File: config.mk
export PLATFORM = sky130hd
export DESIGN_NAME = decoder_n_scan
export DESIGN_NICKNAME = d
export VERILOG_FILES = /design/src/rtl/decoder_n_scan.sv
export SDC_FILE = /design/constraint.sdc
export NUM_CORES = 1
export LEC_CHECK = 0
export BUFFER_PORTS_ARGS = -buffer_cell sky130_fd_sc_hd__buf_2
export CORE_UTILIZATION = 44
export CTS_CLUSTER_DIAMETER = 80
export DETAILED_ROUTE_END_ITERATION = 10
export GPL_TIMING_DRIVEN = 0
export PLACE_DENSITY_LB_ADDON = 0.05
export SYNTH_ARGS = -nofsm -noshare
export SYNTH_HDL_FRONTEND = slang
export SYNTH_SLANG_ARGS = --single-unit
File: constraint.sdc
create_clock -name clk -period 1.67 [get_ports clk]
set_clock_uncertainty 0.05 [all_clocks]
set_input_delay 0.167 -clock clk [delete_from_list [all_inputs] [get_ports clk]]
set_output_delay 0.167 -clock clk [all_outputs]
set_load 0.01 [all_outputs]
File: src/rtl/decoder_n_scan.sv
// Registered N-to-2^N one-hot decoder with direct and free-running scan modes.
// Optional DECODER_BLANK_EN blanks Y for one cycle at the start of every scan step.
module decoder_n_scan #(
  parameter int N     = 3,
  parameter int DWELL = 4
) (
  input  logic              clk,
  input  logic              rst_n,
  input  logic              E,
  input  logic              mode,
  input  logic [N-1:0]      A,
  output logic [(2**N)-1:0] Y,
  output logic [N-1:0]      idx,
  output logic              wrap
);

  localparam int W  = 2 ** N;
  localparam int DW = (DWELL > 1) ? $clog2(DWELL) : 1;
  localparam logic [DW-1:0] DCNT_LAST = DW'(DWELL - 1);

`ifdef DECODER_BLANK_EN
  localparam bit BLANK = 1'b1;
`else
  localparam bit BLANK = 1'b0;
`endif

  typedef enum logic {S_DIRECT, S_SCAN} state_t;

  state_t        state, state_nx;
  logic [DW-1:0] dcnt, dcnt_nx;
  logic [N-1:0]  idx_nx, idx_inc;
  logic [W-1:0]  y_nx;
  logic          wrap_nx;

  function automatic logic [W-1:0] one_hot(input logic [N-1:0] i);
    one_hot = {{(W-1){1'b0}}, 1'b1} << i;
  endfunction

  assign idx_inc = idx + N'(1);

  always_ff @(posedge clk or negedge rst_n) begin
    if (!rst_n) begin
      state <= S_DIRECT;
      dcnt  <= '0;
      idx   <= '0;
      Y     <= '0;
      wrap  <= 1'b0;
    end else begin
      state <= state_nx;
      dcnt  <= dcnt_nx;
      idx   <= idx_nx;
      Y     <= y_nx;
      wrap  <= wrap_nx;
    end
  end

  // Mode changes take priority over stepping; A is only sampled on direct or entry edges.
  always_comb begin
    state_nx = state;
    dcnt_nx  = dcnt;
    idx_nx   = idx;
    y_nx     = '0;
    wrap_nx  = 1'b0;
    if (!mode) begin
      state_nx = S_DIRECT;
      idx_nx   = A;
      dcnt_nx  = '0;
      y_nx     = E ? one_hot(A) : '0;
    end else if (state == S_DIRECT) begin
      state_nx = S_SCAN;
      idx_nx   = A;
      dcnt_nx  = '0;
      y_nx     = E ? one_hot(A) : '0;
    end else if (E) begin
      if (dcnt != DCNT_LAST) begin
        dcnt_nx = dcnt + DW'(1);
        y_nx    = one_hot(idx);
      end else begin
        dcnt_nx = '0;
        idx_nx  = idx_inc;
        y_nx    = one_hot(idx_inc);
        wrap_nx = (idx == {N{1'b1}});
      end
    end
    // Anti-ghosting: one dark cycle whenever a scan step (or scan entry) leaves dcnt at 0.
    if (BLANK && state_nx == S_SCAN && dcnt_nx == '0) begin
      y_nx = '0;
    end
  end

endmodule

**Word level (Yosys, flattened, before mapping)**

Index checks and enable logic that the tools add are counted.

- Bits in registers: 15
- Bits in latches: 0
- Memory bits (writable): 0
- Memory bits (read-only): 0
- Word-level logic and storage cells: 33
- Memories: 0

- Add/sub/neg operators: 2
- $mul: 0
- Div/mod/pow operators: 0
- $lt $le $gt $ge: 0
- Equality and inequality tests: 4
- Shift operators: 3
- Muxes and demuxes: 18
- Bitwise logic cells: 0
- Reduce and logical (&&, ||, !) cells: 1

Operators by type and width:

| cell | number |
|---|---|
| 2-to-1 mux 8 bit | 5 |
| << shifter 1 x 3 -> 8 bit, first input constant | 3 |
| 2-to-1 mux 3 bit | 4 |
| 2-to-1 mux 2 bit | 4 |
| != test 3 bit, second input constant | 2 |
| 2-to-1 mux 1 bit | 5 |
| adder 3 x 1 -> 3 bit, second input constant | 1 |
| == test 3 bit, second input constant | 1 |
| adder 2 x 1 -> 2 bit, second input constant | 1 |
| != test 2 bit, second input constant | 1 |
| AND reduction 2 bit | 1 |

**Depth between registers and ports, before layout**

Gate-level depths: netlist of the first run.

- Depth after elaboration: 6
- Depth in mapped cells: 5

**Worst setup path before layout of the first run**

No wires, ideal clock.

- Path type: register to register
- Start: reg idx[0]
- End: reg Y[0]
- Setup time: 82 ps
- Arrival time: 1684 ps
- Data required time: 1538 ps
- Path slack: -146 ps
- Stages on the path, launching flop included: 6
- Buffers on the path: 0
- Cells stage by stage: dfrtp_1 > ha_1 > ha_1 > mux2_4 > or3_4 > o22ai_1

- Longest elaborated chain between the ends: 6
- Elaborated cells between the ends (all ways): 7
- Classes of those cells: add/sub (1); shift (2); mux (4)

RTL lines:

| what | line | RTL |
|---|---|---|
| start, declared | 13 | `output logic [N-1:0] idx,` |
| start signal, assigned | 51 | `idx <= idx_nx;` |
| adder 3 x 1 -> 3 bit | 39 | `assign idx_inc = idx + N'(1);` |
| << shifter 1 x 3 -> 8 bit | 36 | `one_hot = {{(W-1){1'b0}}, 1'b1} << i;` |
| 2-to-1 mux 8 bit * | 75 | `if (dcnt != DCNT_LAST) begin` |
| 2-to-1 mux 8 bit * | 74 | `end else if (E) begin` |
| 2-to-1 mux 8 bit * | 69 | `end else if (state == S_DIRECT) begin` |
| 2-to-1 mux 8 bit * | 64 | `if (!mode) begin` |
| net y_nx[0] | 32 | `logic [W-1:0] y_nx;` |
| end signal, assigned | 52 | `Y <= y_nx;` |
| end, declared | 12 | `output logic [(2**N)-1:0] Y,` |

The timed path passes the listed nets; every way through them passes the cells marked *.
A chain may end at the register's enable or synchronous reset.

**Worst setup path in the final report of the first run**

- Start: reg idx[1]
- End: reg Y[1]

The elaborated chain is that of the path after synthesis.

==> flow_metrics.py, run 1 <==
metrics = {
    "status": {
        "status": "complete, but fails checks",
        "violations": "setup timing",
    },
    "timing": {
        "finalSetupViolCount": 4,
        "setup_slack_ns": -0.0505,
        "post-route-min-period_ns": 1.72,
        "fmax_mhz": 581,
        "worst_slew_pin_slew_ns": 0.338,
        "rsz0062_at_grt": "yes",
        "finalHoldViolCount": 0,
        "slew_headroom_pct": 77.5,
        "drv_slew": 0,
        "min_period_over_period_pct": 103,
    },
    "cts": {
        "cts_tree": "built",
        "cts_max_level": 1,
        "clkTransAtPathRegs_ns": 0.09,
        "clock_sinks": 15,
        "clock-root-buffer": "clkbuf_4",
        "clock_latency_ns": 0.28,
        "cts_inserted_buffers": 3,
        "max-clock-path-buffers": 2,
    },
    "route": {
        "ant_nets": 0,
        "drc": 0,
        "viasPerCell": 5.25,
        "firstDrtPassIters": 4,
        "drt_iter0_drc": 8,
        "routed_wl_um": 1430,
        "avgRoutedWirePerCell_um": 13.4,
        "num_vias": 556,
    },
    "yosys": {
        "synth_area_sq_um": 714,
        "synth_seq_cells": 15,
        "syn_inst": 64,
        "ys_warn_count": 0,
        "syn-num-nets": 75,
        "syn_area_per_cell_sq_um": 11.2,
        "ys_seq_area_share_pct": 52.5,
        "synthDistinctLibCells": 22,
    },
    "worst_setup_path": {
        "cpMaxStageDelayCell": "dfrtp_2",
        "cp_top_family": "flip-flops",
        "rr_startpoint": "idx[1]",
        "crit_top_cell": "ha_4",
        "end_kind": "register",
        "crit_path_start_kind": "register",
        "crit_chain": "ha_4 -> ha_4 -> mux2_4 -> or3_4 -> o22ai_2",
        "critPathArrivalTime_ns": 1.87,
        "critPathBufInv": 0,
        "required_ns": 1.82,
        "slowest_delay_ns": 0.44,
        "critical_path_class": "register to register",
        "worst-path-max-fanout": 4,
        "r2r_cells": 5,
        "r2r_end": "Y[1]",
        "worst-r2r-setup-slack_ns": -0.05,
    },
    "min_path": {
        "hp-start": "A[0]",
        "whs_path_depth": 3,
        "hold_end": "idx[0]",
        "holdCritPathClass": "input pin to register",
    },
    "placement": {
        "gp_congestion": 0.834,
        "port-buffer-count": 17,
        "dp_hpwl_um": 975,
        "dpl_worst_slack_ns": -0.168,
        "placed_area_sq_um": 847,
    },
    "floorplanning": {
        "die-height_um": 42.3,
        "num_rows": 14,
        "ios": 19,
        "core_area_sq_um": 1510,
        "die_width_um": 42.3,
        "initial_utilization_pct": 47.4,
        "dieArea_sq_um": 1790,
    },
    "grt": {
        "antenna_found_initial": 0,
        "overflow": 0,
        "grt_util_met3_pct": 3.02,
        "grt_pass1_vias": 554,
        "grt_pass1_wl_um": 2350,
        "grt_max_degree": 16,
        "grt_use_total_pct": 18.1,
        "grtUsageMet1_pct": 22.6,
        "grt_most_used_layer": "met2",
        "use_met2_pct": 28.9,
    },
    "pwr": {
        "finalPower_w": 0.000730,
        "p_per_area_nw_per_um2": 785,
        "peakVddDrop_mv": 0.397,
        "leakage_nw": 0.469,
    },
    "layout": {
        "antenna_cells": 0,
        "final_core_util_pct": 61.7,
        "nNetsFinal": 102,
        "area_growth_pct": 30.1,
        "final_area_sq_um": 930,
        "drive_above_1_share_pct": 40.0,
    },
    "job": {
        "drv_cap": 0,
    },
}
-- per-layer routing --
layer	routed length, um	part of all wire [%]
met1	668	47
met2	690	48
met3	48	3.4
met4	17	1.2
met5	0	0
-- logic make-up after synthesis --
| logic type | share of synthesized area (%) |
|---|---|
| muxes | 9.28 |
| AOI/OAI and AO/OA | 9.81 |
| adders and majority gates | 7.01 |
| buffers and inverters | 1.58 |
| xor gates and xnor gates | 4.90 |
| DFF | 52.5 |
| and+or+nand+nor | 14.9 |
-- power breakdown --
group | internal [W] | leakage [nW] | total [W] | switching (W)
registers | 0.000379 | 0.196 | 0.000391 | 0.0000117
clock network | 0.0000887 | 0.0177 | 0.000203 | 0.000114
logic | 0.0000650 | 0.255 | 0.000136 | 0.0000715
-- how the worst max path moves through the flow --
stage | start | end | slack [ns] | cells after the start
after global routing | idx[1] | Y[1] | -0.09 | 5
final | idx[1] | Y[1] | -0.05 | 5
after global placement | idx[0] | Y[0] | -0.14 | 5
after floorplan | idx[0] | Y[0] | -0.09 | 5
after detailed placement | idx[0] | Y[1] | -0.17 | 5
after CTS | idx[1] | Y[1] | -0.05 | 5
-- synth_stat cells, drive strengths merged --
master | n | area [sq um]
nand3 | 2 | 10.0
mux2 | 2 | 26.3
or2b | 1 | 8.76
inv | 1 | 3.75
and2 | 1 | 6.26
nand2b | 1 | 6.26
a21oi | 2 | 10.0
nand2 | 11 | 43.8
xor2 | 2 | 17.5
o21ai | 2 | 10.0
or3 | 1 | 11.3
ha | 4 | 50.1
dfrtp | 15 | 375
xnor2 | 2 | 17.5
mux2i | 4 | 40.0
nand3b | 1 | 7.51
nor2 | 2 | 7.51
nor3 | 1 | 5.00
o22ai | 8 | 50.1
buf | 1 | 7.51
-- registers in the layout (all words and copies together), names as in the netlist --
register and count:
idx 3, Y 8, state 1, dcnt 2, wrap 1
-- worst register-to-register path, stage by stage (launching register included) --
cell	delay, ns
dfrtp_2	0.44
ha_4	0.17
ha_4	0.20
mux2_4	0.26
or3_4	0.36
o22ai_2	0.16
-- cell usage in the layout, fill, tap and decap left out, drive strengths merged, types with 2 or more instances in the layout --
master	n
buf	21
dfrtp	15
nand2	11
o22ai	8
mux2i	4
ha	4
clkbuf	3
a21oi	2
nand3	2
xor2	2
xnor2	2
nor2	2
o21ai	2
dlygate4sd3	2
mux2	2
-- layout make-up --
cell class,instances,area [sq um]
Buffer,1,7.51
Clock buffer,3,22.5
Clock inverter,1,5.00
Fill cell,131,577
Inverter,1,3.75
Multi-Input combinational cell,47,365
Sequential cell,15,378
Tap cell,16,20.0
Timing Repair Buffer,22,128
-- through the flow --
stage | setup TNS (ns) | hold slack [ns] | std cells
2_1_floorplan | -0.245 | -0.179 | 64
3_3_place_gp | -0.441 | 0.0340 | 97
3_5_place_dp | -0.450 | 0.0375 | 97
4_1_cts | -0.0928 | 0.0610 | 106
5_1_grt | -0.273 | 0.0869 | 106
6_report | -0.0977 | 0.0851 | 106
-- what timing repair did --
item,4_1_cts,5_1_grt
endpoints found under the hold margin,16,0
pin swaps,2,0
hold buffers,2,0
endpoints found under the setup margin,4,5
buffers inserted,3,0
resized for setup,2,0
No activity file was read; power rests on OpenSTA's default activity.
==> run 2: changes to the inputs <==
--- a/config.mk
+++ b/config.mk
@@ -6,11 +6,14 @@
 export NUM_CORES = 1
 export LEC_CHECK = 0
 export BUFFER_PORTS_ARGS = -buffer_cell sky130_fd_sc_hd__buf_2
-export CORE_UTILIZATION = 44
+export CORE_ASPECT_RATIO = 1.1
+export CORE_UTILIZATION = 47
+export CTS_BUF_LIST = sky130_fd_sc_hd__clkbuf_2 sky130_fd_sc_hd__clkbuf_4 sky130_fd_sc_hd__clkbuf_8
 export CTS_CLUSTER_DIAMETER = 80
 export DETAILED_ROUTE_END_ITERATION = 10
 export GPL_TIMING_DRIVEN = 0
 export PLACE_DENSITY_LB_ADDON = 0.05
+export SLEW_MARGIN = 20
 export SYNTH_ARGS = -nofsm -noshare
 export SYNTH_HDL_FRONTEND = slang
 export SYNTH_SLANG_ARGS = --single-unit
==> flow_metrics.py, run 2 (same netlist as run 1, synthesis figures left out) <==
metrics = {
    "status": {
        "status": "complete, but fails checks",
        "violations": "setup timing",
    },
    "timing": {
        "finalHoldViolCount": 0,
        "finalSetupViolCount": 4,
        "slew_headroom_pct": 77.2,
        "whs_ns": 0.0804,
        "post-route-min-period_ns": 1.71,
        "drv_slew": 0,
        "fmax_mhz": 584,
        "worst_slew_pin_slew_ns": 0.342,
        "min_period_over_period_pct": 103,
        "setup_slack_ns": -0.0435,
        "rsz0062_at_grt": "yes",
    },
    "route": {
        "firstDrtPassIters": 4,
        "avgRoutedWirePerCell_um": 14.3,
        "viasPerCell": 5.46,
        "routed_wl_um": 1500,
        "drt_iter0_drc": 5,
        "drc": 0,
        "num_vias": 573,
        "ant_nets": 0,
    },
    "cts": {
        "clock_sinks": 15,
        "max-clock-path-buffers": 2,
        "cts_tree": "built",
        "clock_latency_ns": 0.29,
        "cts_inserted_buffers": 3,
        "clock-root-buffer": "clkbuf_4",
        "cts_max_level": 1,
        "clkTransAtPathRegs_ns": 0.09,
    },
    "min_path": {
        "hold_end": "idx[0]",
        "holdCritPathClass": "input pin to register",
        "whs_path_depth": 3,
        "hp-start": "A[0]",
    },
    "worst_setup_path": {
        "r2r_end": "Y[1]",
        "worst-path-max-fanout": 4,
        "required_ns": 1.83,
        "r2r_cells": 5,
        "critPathArrivalTime_ns": 1.88,
        "critical_path_class": "register to register",
        "crit_path_start_kind": "register",
        "end_kind": "register",
        "worst-r2r-setup-slack_ns": -0.04,
        "rr_startpoint": "idx[1]",
    },
    "floorplanning": {
        "core_area_sq_um": 1380,
        "dieArea_sq_um": 1680,
        "num_rows": 14,
        "die_width_um": 39.2,
        "ios": 19,
        "initial_utilization_pct": 51.6,
        "die-height_um": 42.9,
    },
    "grt": {
        "grt_pass1_vias": 625,
        "grt_use_total_pct": 22.5,
        "grt_pass1_wl_um": 2620,
        "overflow": 0,
        "grt_max_degree": 16,
        "antenna_found_initial": 0,
    },
    "layout": {
        "largest_reg_flops": 8,
        "area_growth_pct": 29.4,
        "layout_common_cells": "buf_2, dfrtp_1, nand2_1",
        "reg_top3": "Y (8), idx (3), dcnt (2)",
        "drive_above_1_share_pct": 39.3,
        "regMostFlops": "Y",
        "nNetsFinal": 101,
        "antenna_cells": 0,
        "layout.cells.non_filler": 105,
        "final_common_cell": "buf_2",
    },
    "pwr": {
        "peakVddDrop_mv": 0.476,
        "leakage_nw": 0.465,
        "p_per_area_nw_per_um2": 816,
    },
    "placement": {
        "gp_congestion": 0.809,
        "port-buffer-count": 17,
        "dp_hpwl_um": 1120,
        "placed_cells": 97,
    },
    "job": {
        "drv_cap": 0,
    },
}
run 2: area by class of cell:
class | count | area (sq um)
plain buffers | 1 | 7.51
clock buffers | 4 | 30.0
fillers | 122 | 459
inverters | 1 | 3.75
multi-input cells | 47 | 365
flip-flops and latches | 15 | 378
well taps | 16 | 20.0
repair buffers | 21 | 120
run 2: through the flow:
step                      TNS, ns  util (%)  worst slack (ns)  cell area (sq um)  total power [W]
final                      -0.116      66.8           -0.0435                925         0.000755
after global routing       -0.254      66.8           -0.0778                925         0.000793
after CTS                  -0.108      66.8           -0.0385                925         0.000760
after detailed placement   -0.450      61.2            -0.141                847         0.000519
after global placement     -0.423      61.2            -0.147                847         0.000513
after floorplan            -0.245         -           -0.0923                742         0.000473
run 2: how the worst max path moves through the flow:
stage | startpoint | end | slack (ns) | depth (start not counted)
after floorplan | idx[0] | Y[0] | -0.09 | 5
after global placement | idx[0] | Y[0] | -0.15 | 5
after detailed placement | idx[0] | Y[0] | -0.14 | 5
after CTS | idx[0] | Y[1] | -0.04 | 5
after global routing | idx[0] | Y[1] | -0.08 | 5
final | idx[1] | Y[1] | -0.04 | 5
run 2: critical path: stages (launching register included):
cell     delay (ns)
dfrtp_2        0.44
ha_4           0.17
ha_4           0.21
mux2_4         0.26
or3_4          0.36
o22ai_2        0.15
run 2: power by group:
group          internal, W  switching, W
Combinational    0.0000618     0.0000716
Clock             0.000109      0.000121
Sequential        0.000379     0.0000119
Total             0.000550      0.000205
run 2: routing by layer:
metal  share of wire, %  routed length [um]  vias up  track usage [%]
met5                  0                   0        -                0
met4                1.3                  20        0             8.97
met3                4.3                  64        3             3.66
met2                 54                 814       15             40.0
met1                 40                 601      277             25.3
li1                   -                   -      278                -
run 2: timing repair:
action / 4_1_cts / 5_1_grt
pin swaps: 2 / 0
setup endpoints to repair: 4 / 4
hold buffers: 2 / 0
buffers inserted: 2 / 0
resized for setup: 2 / 0
hold endpoints to repair: 16 / 0
